<file path="config.mk">
export PLATFORM = sky130hd
export DESIGN_NAME = rv32im_exec_sequencer
export DESIGN_NICKNAME = d
export VERILOG_FILES = /design/src/rtl/rv32im_pkg.sv /design/src/rtl/rv32im_muldiv_iter.sv /design/src/rtl/rv32im_exec_sequencer.sv
export SDC_FILE = /design/constraint.sdc
export NUM_CORES = 1
export LEC_CHECK = 0
export BUFFER_PORTS_ARGS = -buffer_cell sky130_fd_sc_hd__buf_2
export CAP_MARGIN = 20
export CORE_ASPECT_RATIO = 1.2
export CORE_MARGIN = 1.5
export CORE_UTILIZATION = 60
export DETAILED_ROUTE_END_ITERATION = 8
export PLACE_DENSITY = 0.83
export RECOVER_POWER = 25
export SYNTH_ARGS = -nofsm -noshare
export SYNTH_HDL_FRONTEND = slang
export SYNTH_SLANG_ARGS = --single-unit
</file>
<file path="constraint.sdc">
create_clock -name clk_i -period 4.8 [get_ports clk_i]
set_input_delay 0.72 -clock clk_i [delete_from_list [all_inputs] [get_ports clk_i]]
set_output_delay 0.72 -clock clk_i [all_outputs]
set_load 0.02 [all_outputs]
</file>
<file path="src/rtl/rv32im_pkg.sv">
// Shared definitions for the RV32IM execute stage: ALU opcodes, M-extension
// funct3 codes and the sequencer state encoding.
package rv32im_pkg;

  localparam logic [3:0] OP_ADD  = 4'd0;
  localparam logic [3:0] OP_SUB  = 4'd1;
  localparam logic [3:0] OP_SLL  = 4'd2;
  localparam logic [3:0] OP_SLT  = 4'd3;
  localparam logic [3:0] OP_SLTU = 4'd4;
  localparam logic [3:0] OP_XOR  = 4'd5;
  localparam logic [3:0] OP_SRL  = 4'd6;
  localparam logic [3:0] OP_OR   = 4'd7;
  localparam logic [3:0] OP_AND  = 4'd8;
  localparam logic [3:0] OP_SRA  = 4'd9;

  localparam logic [2:0] MD_MUL    = 3'd0;
  localparam logic [2:0] MD_MULH   = 3'd1;
  localparam logic [2:0] MD_MULHSU = 3'd2;
  localparam logic [2:0] MD_MULHU  = 3'd3;
  localparam logic [2:0] MD_DIV    = 3'd4;
  localparam logic [2:0] MD_DIVU   = 3'd5;
  localparam logic [2:0] MD_REM    = 3'd6;
  localparam logic [2:0] MD_REMU   = 3'd7;

  typedef enum logic [2:0] {
    ST_IDLE,
    ST_ALU_RESP,
    ST_MD_RUN,
    ST_MD_FIX,
    ST_MD_DONE
  } seq_state_t;

  function automatic logic md_rs1_signed(input logic [2:0] funct3);
    return funct3 inside {MD_MUL, MD_MULH, MD_MULHSU, MD_DIV, MD_REM};
  endfunction

  function automatic logic md_rs2_signed(input logic [2:0] funct3);
    return funct3 inside {MD_MUL, MD_MULH, MD_DIV, MD_REM};
  endfunction

endpackage

</file>
<file path="src/rtl/rv32im_muldiv_iter.sv">
// Iterative radix-2 multiply/divide engine: operates on magnitudes in a
// double-width accumulator and applies sign correction in a final fix step.
module rv32im_muldiv_iter
  import rv32im_pkg::*;
#(
  parameter int unsigned XLEN      = 32,
  parameter int unsigned MD_CYCLES = 32
) (
  input  logic            clk,
  input  logic            rst_n,
  input  logic            start,
  input  logic            abort,
  input  logic            step,
  input  logic            fix,
  input  logic [2:0]      funct3,
  input  logic [XLEN-1:0] op_a,
  input  logic [XLEN-1:0] op_b,
  output logic            count_zero,
  output logic [XLEN-1:0] result
);

  localparam int unsigned CW = $clog2(MD_CYCLES);

  logic [2:0]        op_q;
  logic              sign_a;
  logic              sign_b;
  logic              b_zero;
  logic [XLEN-1:0]   mag;
  logic [2*XLEN-1:0] acc;
  logic [CW-1:0]     cnt;

  logic              in_sign_a;
  logic              in_sign_b;
  logic [XLEN-1:0]   abs_a;
  logic [XLEN-1:0]   abs_b;
  logic [XLEN:0]     mul_sum;
  logic [XLEN:0]     div_partial;
  logic [XLEN+1:0]   div_trial;
  logic [2*XLEN-1:0] step_next;
  logic [2*XLEN-1:0] prod;
  logic [XLEN-1:0]   quo;
  logic [XLEN-1:0]   rem;
  logic [XLEN-1:0]   fix_value;

  always_comb begin
    in_sign_a = md_rs1_signed(funct3) & op_a[XLEN-1];
    in_sign_b = md_rs2_signed(funct3) & op_b[XLEN-1];
    abs_a     = in_sign_a ? -op_a : op_a;
    abs_b     = in_sign_b ? -op_b : op_b;
  end

  // Mul keeps the multiplier in the low half and shifts the partial product in
  // from the top; div shifts the dividend out of the low half into the remainder.
  always_comb begin
    mul_sum     = {1'b0, acc[2*XLEN-1:XLEN]} + (acc[0] ? {1'b0, mag} : '0);
    div_partial = {acc[2*XLEN-1:XLEN], acc[XLEN-1]};
    div_trial   = {1'b0, div_partial} - {2'b00, mag};
    step_next   = '0;
    if (op_q[2]) begin
      if (!div_trial[XLEN+1])
        step_next = {div_trial[XLEN-1:0], acc[XLEN-2:0], 1'b1};
      else
        step_next = {div_partial[XLEN-1:0], acc[XLEN-2:0], 1'b0};
    end else begin
      step_next = {mul_sum, acc[XLEN-1:1]};
    end
  end

  always_comb begin
    prod      = (sign_a ^ sign_b) ? -acc : acc;
    quo       = b_zero ? '1 : ((sign_a ^ sign_b) ? -acc[XLEN-1:0] : acc[XLEN-1:0]);
    rem       = sign_a ? -acc[2*XLEN-1:XLEN] : acc[2*XLEN-1:XLEN];
    fix_value = '0;
    case (op_q)
      MD_MUL:                     fix_value = prod[XLEN-1:0];
      MD_MULH, MD_MULHSU, MD_MULHU: fix_value = prod[2*XLEN-1:XLEN];
      MD_DIV, MD_DIVU:            fix_value = quo;
      default:                    fix_value = rem;
    endcase
  end

  assign count_zero = (cnt == '0);

  always_ff @(posedge clk or negedge rst_n) begin
    if (!rst_n) begin
      op_q   <= '0;
      sign_a <= 1'b0;
      sign_b <= 1'b0;
      b_zero <= 1'b0;
      mag    <= '0;
      acc    <= '0;
      cnt    <= '0;
      result <= '0;
    end else if (abort) begin
      cnt    <= '0;
      result <= '0;
    end else if (start) begin
      op_q   <= funct3;
      sign_a <= in_sign_a;
      sign_b <= in_sign_b;
      b_zero <= (op_b == '0);
      cnt    <= CW'(MD_CYCLES - 1);
      if (funct3[2]) begin
        acc <= {{XLEN{1'b0}}, abs_a};
        mag <= abs_b;
      end else begin
        acc <= {{XLEN{1'b0}}, abs_b};
        mag <= abs_a;
      end
    end else if (step) begin
      acc <= step_next;
      if (cnt != '0)
        cnt <= cnt - CW'(1);
    end else if (fix) begin
      result <= fix_value;
    end
  end

endmodule

</file>
<file path="src/rtl/rv32im_exec_sequencer.sv">
// Execute-stage sequencer: steers issued ops to the external ALU or the
// iterative mul/div engine and merges both onto one writeback port.
module rv32im_exec_sequencer
  import rv32im_pkg::*;
#(
  parameter int unsigned XLEN      = 32,
  parameter int unsigned MD_CYCLES = 32
) (
  input  logic            clk_i,
  input  logic            rst_n_i,
  input  logic            flush_i,
  input  logic            issue_valid_i,
  output logic            issue_ready_o,
  input  logic            is_muldiv_i,
  input  logic [3:0]      operation_i,
  input  logic [XLEN-1:0] operand1_i,
  input  logic [XLEN-1:0] operand2_i,
  input  logic [4:0]      rd_i,
  output logic            alu_data_ready_o,
  output logic            alu_clear_o,
  output logic [3:0]      alu_operation_o,
  output logic [XLEN-1:0] alu_operand1_o,
  output logic [XLEN-1:0] alu_operand2_o,
  input  logic [XLEN-1:0] alu_result_i,
  output logic            result_valid_o,
  output logic [XLEN-1:0] result_o,
  output logic [4:0]      rd_o,
  output logic            busy_o,
  output logic            stall_o
);

  seq_state_t      state;
  logic [4:0]      rd_q;
  logic            valid_q;
  logic            accept;
  logic            count_zero;
  logic [XLEN-1:0] md_result;

  assign issue_ready_o    = state inside {ST_IDLE, ST_ALU_RESP, ST_MD_DONE};
  assign accept           = issue_valid_i & issue_ready_o & ~flush_i;
  assign stall_o          = issue_valid_i & ~issue_ready_o;
  assign busy_o           = state inside {ST_MD_RUN, ST_MD_FIX};

  assign alu_data_ready_o = accept & ~is_muldiv_i;
  assign alu_clear_o      = flush_i;
  assign alu_operation_o  = operation_i;
  assign alu_operand1_o   = operand1_i;
  assign alu_operand2_o   = operand2_i;

  assign result_valid_o   = valid_q;
  assign rd_o             = valid_q ? rd_q : '0;
  assign result_o         = !valid_q ? '0 :
                            (state == ST_ALU_RESP) ? alu_result_i : md_result;

  rv32im_muldiv_iter #(
    .XLEN      (XLEN),
    .MD_CYCLES (MD_CYCLES)
  ) u_muldiv (
    .clk        (clk_i),
    .rst_n      (rst_n_i),
    .start      (accept & is_muldiv_i),
    .abort      (flush_i),
    .step       (state == ST_MD_RUN),
    .fix        (state == ST_MD_FIX),
    .funct3     (operation_i[2:0]),
    .op_a       (operand1_i),
    .op_b       (operand2_i),
    .count_zero (count_zero),
    .result     (md_result)
  );

  always_ff @(posedge clk_i or negedge rst_n_i) begin
    if (!rst_n_i) begin
      state   <= ST_IDLE;
      rd_q    <= '0;
      valid_q <= 1'b0;
    end else if (flush_i) begin
      state   <= ST_IDLE;
      valid_q <= 1'b0;
    end else begin
      case (state)
        ST_IDLE, ST_ALU_RESP, ST_MD_DONE: begin
          if (issue_valid_i) begin
            rd_q <= rd_i;
            if (is_muldiv_i) begin
              state   <= ST_MD_RUN;
              valid_q <= 1'b0;
            end else begin
              state   <= ST_ALU_RESP;
              valid_q <= 1'b1;
            end
          end else begin
            state   <= ST_IDLE;
            valid_q <= 1'b0;
          end
        end
        ST_MD_RUN: begin
          valid_q <= 1'b0;
          if (count_zero)
            state <= ST_MD_FIX;
        end
        ST_MD_FIX: begin
          state   <= ST_MD_DONE;
          valid_q <= 1'b1;
        end
        default: begin
          state   <= ST_IDLE;
          valid_q <= 1'b0;
        end
      endcase
    end
  end

endmodule

</file>
=== Yosys cells after proc, flatten, opt, wreduce, memory -nomap -nowiden ===
Cells that the tools add are included.

* Register bits after elaboration: 148

* Mux-type cells: 34
* Bitwise gates (word level): 11
* Equal/unequal tests: 16
* Reductions and logical operators: 22
* $add $sub $neg: 8

{| class="wikitable"
|+ Operators by type and width
! operator !! count
|-
| two-way mux 32 bit || 14
|-
| two-way mux 64 bit || 5
|-
| negator 32 bit || 4
|-
| case mux 32 bit (3 select lines) || 1
|-
| negator 64 bit || 1
|-
| subtractor 33 x 32 -> 34 bit || 1
|-
| adder 32 x 33 -> 33 bit || 1
|-
| zero test 32 bit || 1
|-
| two-way mux 5 bit || 5
|-
| == test 3 x 2 -> 1 bit, second input constant || 5
|-
| == test 3 bit, second input constant || 5
|-
| nonzero test 5 bit || 2
|-
| == test 3 x 1 -> 1 bit, second input constant || 3
|-
| zero test 3 bit || 3
|-
| two-way mux 3 bit || 3
|-
| case mux 3 bit (3 select lines) || 1
|-
| nonzero test 3 bit || 3
|-
| AND 1 bit || 7
|-
| AND reduction 2 bit || 3
|-
| AND reduction 3 bit || 2
|-
| nonzero test 2 bit || 3
|-
| OR reduction 3 bit || 2
|-
| zero test 5 bit || 1
|-
| subtractor 5 x 1 -> 5 bit, second input constant || 1
|-
| 9 further kinds || 14
|}

=== Logic depth before layout (Yosys ltp) ===
Gate-level depths: netlist of run 1.

* Word-level depth: 8
* Depth in mapped cells: 15

=== Hierarchy ===
A second synthesis of run 1 with hierarchy kept.

* Cells, all modules: 2006
* Area total of the unflattened synthesis: 15260.9 sq um

{| class="wikitable"
|+ By module, submodules not included
! module !! cells each !! area each (sq um) !! times used
|-
| rv32im_muldiv_iter || 1785 || 13718.2 || 1
|-
| rv32im_exec_sequencer || 221 || 1542.7 || 1
|}

=== Worst setup path before layout of run 1 ===
OpenSTA, ideal clock, no wires.

* Path kind: register to register
* Start point: register u_muldiv.acc[0]
* End point: register u_muldiv.acc[60]
* Path slack: 1.446 ns
* Stages on the path, launching flop included: 15
* Setup time: 0.134 ns
* Required time: 4.666 ns
* Clock period less this slack: 3.354 ns
* Data arrival time: 3.220 ns
* Buffers on the path: 1
* Path through: dfrtp_1 inv_1 clkbuf_1 nor2_1 ha_1 a21o_1 a21oi_1 nor2b_1 a311o_1 a2111oi_0 o31ai_1 a21o_1 or2_2 a32oi_1 o211ai_1

* Longest elaborated chain between the ends: 5

{| class="wikitable"
|+ Ends and longest elaborated chain
! item !! RTL line !! source
|-
| start, declared || rv32im_muldiv_iter.sv:29 || <nowiki>logic [2*XLEN-1:0] acc;</nowiki>
|-
| start signal, assigned || rv32im_muldiv_iter.sv:104 || <nowiki>acc <= {{XLEN{1'b0}}, abs_a};</nowiki>
|-
| start signal, assigned || rv32im_muldiv_iter.sv:107 || <nowiki>acc <= {{XLEN{1'b0}}, abs_b};</nowiki>
|-
| start signal, assigned || rv32im_muldiv_iter.sv:111 || <nowiki>acc <= step_next;</nowiki>
|-
| two-way mux 32 bit || rv32im_muldiv_iter.sv:55 || <nowiki>mul_sum = {1'b0, acc[2*XLEN-1:XLEN]} + (acc[0] ? {1'b0, mag} : '0);</nowiki>
|-
| adder 32 x 33 -> 33 bit || rv32im_muldiv_iter.sv:55 ||
|-
| two-way mux 64 bit || rv32im_muldiv_iter.sv:59 || <nowiki>if (op_q[2]) begin</nowiki>
|-
| two-way mux 64 bit || rv32im_muldiv_iter.sv:110 || <nowiki>end else if (step) begin</nowiki>
|-
| two-way mux 64 bit || rv32im_muldiv_iter.sv:97 || <nowiki>end else if (start) begin</nowiki>
|}

Every way passes these cells. The select of a mux whose other input is x is not followed.
A chain may end at the register's enable or synchronous reset.

=== Worst setup path after layout of run 1 ===
* Start point: register u_muldiv.acc[0]
* End point: register u_muldiv.acc[63]

Same word-level chain as after synthesis.

==> results of run 1 <==
-- layout by cell type, fill, tap and decap left out, drive strengths merged, types with 23 or more instances in the layout --
| cell type | instances |
|---|---|
| xnor2 | 110 |
| ha | 70 |
| mux2i | 50 |
| o21ai | 212 |
| a21boi | 34 |
| nand3 | 23 |
| a21oi | 164 |
| dfrtp | 148 |
| xor2 | 94 |
| nand2 | 306 |
| nor3 | 43 |
| nor2 | 178 |
| o211ai | 45 |
| a21o | 29 |
| buf | 252 |
| inv | 79 |
-- worst min-delay path: cells and delay by family, from the launching register on --
kind | cells | cell delay, ps
and+or+nand+nor | 2 | 100
DFF | 1 | 340
-- sequential cells by signal, summed over array words and instances (netlist names) --
signal	cells
rd_q	5
result_valid_o	1
state	3
u_muldiv.acc	64
u_muldiv.b_zero	1
u_muldiv.cnt	5
u_muldiv.mag	32
u_muldiv.op_q	3
u_muldiv.result	32
u_muldiv.sign_a	1
u_muldiv.sign_b	1
-- power groups by stage --
stage	Sequential, W	Clock, W	Combinational (W)
floorplan	0.00181	0	0.00450
global placement	0.00213	0	0.00567
detailed placement	0.00216	0	0.00573
CTS	0.00213	0.00149	0.00577
global route	0.00220	0.00154	0.00644
finish	0.00216	0.00148	0.00592
-- per-layer routing --
metal,GRT usage,vias up,part of all wire
met1,0.4770,7280,0.41
met3,0.05064,121,0.090
li1,-,7466,-
met2,0.6152,868,0.47
met4,0.1572,0,0.036
met5,0,-,0
-- final cells by class --
type                            instances  area share
Sequential cell                       148      0.2200
Clock buffer                           17     0.02526
Clock inverter                         15     0.01218
Multi-Input combinational cell       1664      0.6218
Tap cell                              330     0.02451
Timing Repair Buffer                  253     0.08075
Inverter                               69     0.01538
Antenna cell                            1   0.0001486
-- per-stage QoR --
| step | util | hold WS, ps | setup slack [ps] |
|---|---|---|---|
| final | 0.6635 | 465.7 | 544.1 |
| after global routing | 0.6635 | 470.9 | 195.1 |
| after CTS | 0.6635 | 330.1 | 634.5 |
| after detailed placement | 0.6387 | 455.5 | 669.2 |
| after global placement | 0.6387 | 450.2 | 696.9 |
| after floorplan | - | 424.4 | 1446 |
-- logic make-up after synthesis --
| kind of cell | after synthesis |
|---|---|
| AOI/OAI and AO/OA | 656 |
| xor gates and xnor gates | 204 |
| adders and majority gates | 72 |
| buffers and inverters | 277 |
| DFF | 148 |
| muxes | 50 |
| and+or+nand+nor | 682 |
-- how the worst min path moves through the flow --
stage	from	slack, ps	endpoint	cells after the start
after floorplan	rst_n_i	420	rd_q[0]	0
after global placement	rd_q[2]	450	rd_q[2]	2
after detailed placement	rd_q[4]	460	rd_q[4]	2
after CTS	rst_n_i	330	u_muldiv.acc[49]	1
after global routing	rd_i[2]	470	rd_q[2]	3
final	rd_q[4]	470	rd_q[4]	2
==> results.py, run 1 <==
metrics = {
    "logic_synthesis": {
        "netlist_area_mm2": 0.01543,
        "syn_inst": 2089,
        "ys_top_cells_by_count": "306 x nand2_1, 208 x o21ai_0, 177 x nor2_1, 164 x a21oi_1, 148 x dfrtp_1",
        "synthXorXnorAreaFrac": 0.1158,
        "yosys.area_share.adder": 0.05934,
        "synth.distinct_cells": 78,
        "synth_area_leaders": "dfrtp_1 24%, nand2_1 7.4%, o21ai_0 6.7%",
        "synth_top_area_frac": 0.2399,
        "ys_ff_latch": 148,
        "yosysMostFrequentCell": "nand2_1",
        "synth_edf_count": 0,
        "synth_compound_area_frac": 0.2656,
        "synth_area_leader_cell": "dfrtp_1",
        "syn_avg_cell_area_um2": 7.389,
        "synth_top_family_by_area": "compound AO/OA/AOI/OAI gates",
        "synth-simple-area-share": 0.2013,
        "syn_nets": 2271,
        "async_reset_ff_frac": 1.000,
        "yosys_most_used_dff": "dfrtp_1",
        "seq_area_frac_synth": 0.2399,
        "yosysWarningCount": 0,
        "synth_mux_area_frac": 0.03243,
    },
    "finish": {
        "multiInputGateArea_mm2": 0.01047,
        "areaGrowthSynthToFinish_pct": 9.128,
        "fillerInstances": 2232,
        "fin_cells": 2497,
        "drive_above_1_share": 0.1487,
        "ff_latch_area_mm2": 0.003705,
        "layout.nets": 2335,
        "fin_area_mm2": 0.01684,
    },
    "worst_setup_path": {
        "r2r-end": "u_muldiv.acc[63]",
        "worstSetupStartpoint": "u_muldiv.acc[0]",
        "cp_max_fo": 22,
        "slowest_stage": "inv_1",
        "cp.arrival_ps": 4550,
        "cp_top_family": "compound AO/OA/AOI/OAI gates",
        "worstSetupStartpointType": "flop",
        "critical_path_buf_inv_count": 2,
        "max_stage_delay_ps": 630,
        "r2r_slack_ps": 540,
        "crit_path_end": "u_muldiv.acc[63]",
        "reg2reg_depth": 13,
        "required_ps": 5100,
        "cpMostUsedCell": "o21ai_0",
        "path_cells": "inv_1 -> nor2_1 -> ha_1 -> o211ai_1 -> a21oi_1 -> o41a_1 -> a41oi_1 -> buf_4 -> nor3_1 -> o21ai_0 -> o21ai_0 -> a2111oi_0 -> o31ai_1",
        "worst-path-stages": 13,
        "endpoint_kind": "flop",
        "r2r_start": "u_muldiv.acc[0]",
        "path_class": "flop to flop",
    },
    "detailed_routing": {
        "drc": 0,
        "drt_first_iter_violations": 1285,
        "vias_per_cell": 6.302,
        "drt-wirelength-per-cell_um": 19.64,
        "vias": 15735,
        "firstDrtPassIters": 6,
        "antenna_left": 0,
        "finalWirelength_um": 49030,
    },
    "timing": {
        "finalCriticalPeriod_ps": 4256,
        "fmax_mhz": 235.0,
        "relSlewSlack": -1.328,
        "rsz0062_at_grt": "false",
        "setup_viol_count_final": 0,
        "hold_viol": 0,
        "worstMarginPinSlew_ps": 3492,
        "min_period_over_period": 0.8867,
        "finalClockSkew_ps": 10.45,
        "finalMaxSlewViolations": 73,
        "finalSetupTns_ps": 0,
    },
    "clock_tree": {
        "h-tree-depth": 4,
        "cts_buffers": 17,
        "insertion_delay_ps": 440,
        "cts_sinks": 148,
        "cts_max_path_buffers": 2,
        "clk_pin_slew_ps": 70,
        "cts_resized": 0,
        "cts_hold_buf": 0,
        "cts_root_buf": "clkbuf_16",
        "cts_setup_buffers": 0,
        "cts_tree": "yes",
    },
    "placed_design": {
        "io_buffers": 218,
        "place_area_mm2": 0.01621,
        "dp_hpwl_um": 37560,
        "dpl.cell_count": 2464,
        "gp_congestion": 0.9657,
    },
    "die": {
        "die_y_um": 178.7,
        "die_w_um": 149.4,
        "die-area_mm2": 0.02670,
        "io_pins": 221,
        "core-area_mm2": 0.02538,
        "rows": 64,
        "initial_core_util": 0.6080,
    },
    "grt": {
        "antenna_found_initial": 1,
        "overflow": 0,
        "gr-usage-all-layers": 0.3688,
        "grt_pass1_vias": 14583,
        "grt_max_degree": 119,
        "grt_pass1_wl_um": 76910,
    },
    "pwr": {
        "power_density_mw_per_mm2": 567.9,
        "leakage_nw": 7.601,
        "power.share.clock": 0.155,
        "p_total_w": 0.009566,
        "switching_share": 0.5076,
        "pwr-share-comb": 0.619,
        "p_int_w": 0.004710,
        "ir_worst_vdd_v": 0.0002853,
        "seq_power_share": 0.226,
        "switchingPower_w": 0.004855,
    },
    "worst_hold_path": {
        "hold_class": "flop to flop",
    },
    "run_status": {
        "status": "finished, violations left",
        "violations": "capacitance limit, slew limit",
    },
    "job": {
        "max_cap_viol_count": 1,
    },
}
Power figures use the tool's default switching activity.
==> run 2, diff against run 1 <==
- CELL_PAD_IN_SITES_DETAIL_PLACEMENT: not set -> 1
- CELL_PAD_IN_SITES_GLOBAL_PLACEMENT: not set -> 1
- CORE_UTILIZATION: 60 -> 26
- PLACE_DENSITY: 0.83 -> not set
- PLACE_DENSITY_LB_ADDON: not set -> 0.1
- SLEW_MARGIN: not set -> 20
==> results.py, run 2 (synthesized netlist as in run 1, its figures left out) <==
metrics = {
    "worst_setup_path": {
        "worst-path-stages": 14,
        "crit_path_end": "u_muldiv.acc[60]",
        "cp_top_family": "compound AO/OA/AOI/OAI gates",
        "cpMostUsedCell": "buf_4",
        "path_class": "flop to flop",
        "slowest_stage": "a2111oi_0",
        "reg2reg_depth": 14,
        "r2r_slack_ps": 630,
        "critical_path_buf_inv_count": 3,
        "max_stage_delay_ps": 520,
        "required_ps": 5140,
        "cp.arrival_ps": 4510,
        "worstSetupStartpoint": "u_muldiv.acc[0]",
        "r2r-end": "u_muldiv.acc[60]",
        "endpoint_kind": "flop",
        "worstSetupStartpointType": "flop",
        "path_cells": "inv_1 -> buf_4 -> nor2_1 -> ha_1 -> a21oi_1 -> o21ai_0 -> a311o_1 -> a2111oi_0 -> buf_4 -> o31ai_1 -> a21o_1 -> or2_2 -> a32oi_1 -> o211ai_1",
        "r2r_start": "u_muldiv.acc[0]",
        "cp_max_fo": 15,
    },
    "clock_tree": {
        "h-tree-depth": 4,
        "cts_root_buf": "clkbuf_16",
        "cts_max_path_buffers": 2,
        "cts_sinks": 148,
        "cts_resized": 0,
        "cts_buffers": 17,
        "cts_hold_buf": 0,
        "cts_tree": "yes",
        "clk_pin_slew_ps": 70,
        "insertion_delay_ps": 470,
        "cts_setup_buffers": 0,
    },
    "detailed_routing": {
        "top_layer": "met4",
        "finalWirelength_um": 63220,
        "drt-wirelength-per-cell_um": 21.28,
        "vias": 15199,
        "route.met2.wl_um": 29930,
        "wl_met1_um": 29850,
        "drt_first_iter_violations": 862,
        "antenna_left": 0,
        "wl_met3_um": 2087,
        "firstDrtPassIters": 4,
        "drc": 0,
        "vias_per_cell": 5.116,
    },
    "finish": {
        "layout.nets": 2349,
        "fillerInstances": 7285,
        "largest-register": "u_muldiv.acc",
        "antenna_cells": 0,
        "areaGrowthSynthToFinish_pct": 13.26,
        "finalCoreUtilization": 0.2988,
        "reg_top3": "u_muldiv.acc (64), u_muldiv.mag (32), u_muldiv.result (32)",
        "largest_reg_flops": 64,
        "final_common_cell": "nand2_1",
        "layout_common_cells": "305 x nand2_1, 216 x buf_2, 207 x o21ai_0",
        "drive_above_1_share": 0.1537,
    },
    "timing": {
        "fmax_mhz": 239.6,
        "finalMaxSlewViolations": 108,
        "finalClockSkew_ps": 9.983,
        "finalCriticalPeriod_ps": 4174,
        "finalSetupTns_ps": 0,
        "relSlewSlack": -0.5671,
        "worstMarginPinSlew_ps": 2351,
        "setup_viol_count_final": 0,
        "rsz0062_at_grt": "false",
        "hold_viol": 0,
        "min_period_over_period": 0.8697,
    },
    "pwr": {
        "ir_worst_vdd_v": 0.0003056,
        "power_density_mw_per_mm2": 559.6,
        "leakage_nw": 7.618,
    },
    "grt": {
        "grt_pass1_wl_um": 96590,
        "antenna_found_initial": 2,
        "gr-usage-all-layers": 0.2085,
        "overflow": 0,
        "grt_pass1_vias": 15660,
        "grt_max_degree": 101,
    },
    "placed_design": {
        "io_buffers": 218,
        "gp_congestion": 0.8641,
        "dp_hpwl_um": 49880,
    },
    "die": {
        "die_w_um": 225.4,
        "core-area_mm2": 0.05850,
        "rows": 97,
        "die_y_um": 269.9,
        "die-area_mm2": 0.06084,
        "initial_core_util": 0.2638,
        "io_pins": 221,
    },
    "run_status": {
        "status": "finished, violations left",
        "violations": "capacitance limit, slew limit",
    },
    "worst_hold_path": {
        "hold_class": "primary input to flop",
    },
    "job": {
        "max_cap_viol_count": 2,
    },
}
## run 2: cell types whose count changed in the layout (fill, tap and decap cells not counted), moves of 3 or more
| cell | previous run | this run |
|---|---|---|
| clkbuf_8 | 0 | 3 |
| inv_6 | 7 | 0 |
| inv_8 | 4 | 0 |
| buf_4 | 36 | 46 |
| clkbuf_1 | 0 | 6 |
| clkinvlp_4 | 0 | 3 |
## run 2: worst min path at each step
stage | from | to | cells after the start
CTS | rst_n_i | u_muldiv.result[5] | 1
global route | rd_i[3] | rd_q[3] | 3
global placement | rd_q[4] | rd_q[4] | 2
floorplan | rst_n_i | rd_q[0] | 0
detailed placement | rd_q[2] | rd_q[2] | 2
finish | rd_i[4] | rd_q[4] | 3
## run 2: worst min-delay path: cells and delay by family
| family | cells | cell delay, ps |
|---|---|---|
| buffers and inverters | 1 | 70 |
| AND/OR/NAND/NOR | 2 | 90 |
## run 2: where the power goes
group	switching [W]	internal [W]
Clock	0.000597	0.000751
Combinational	0.00389	0.00239
Sequential	0.000601	0.00155
Total	0.00509	0.00469
## run 2: layout make-up
type / count / area (µm²) / area share
multi-input cells: 1664 / 10480 / 0.5996
flip-flops and latches: 148 / 3707 / 0.2121
well taps: 792 / 991.0 / 0.05668
clock inverters: 7 / 75.07 / 0.004294
repair buffers: 267 / 1486 / 0.08503
clock buffers: 24 / 481.7 / 0.02756
inverters: 69 / 259.0 / 0.01482
## run 2: through the flow
stage	power [W]	area, µm²	hold WS [ps]	std cells	worst slack [ps]
global placement	0.008376	16910	453.1	2939	577.1
global route	0.01058	17480	438.3	2971	371.0
detailed placement	0.008420	16910	459.6	2939	644.2
floorplan	0.006312	15430	424.4	2089	1446
finish	0.009783	17480	436.8	2971	625.7
CTS	0.009828	17470	369.8	2970	610.1
## run 2: metal layers
layer | GRT usage | vias to the layer above
met5 | 0 | -
met4 | 0.06323 | 0
met3 | 0.02067 | 59
met2 | 0.3512 | 342
met1 | 0.2790 | 7322
li1 | - | 7476
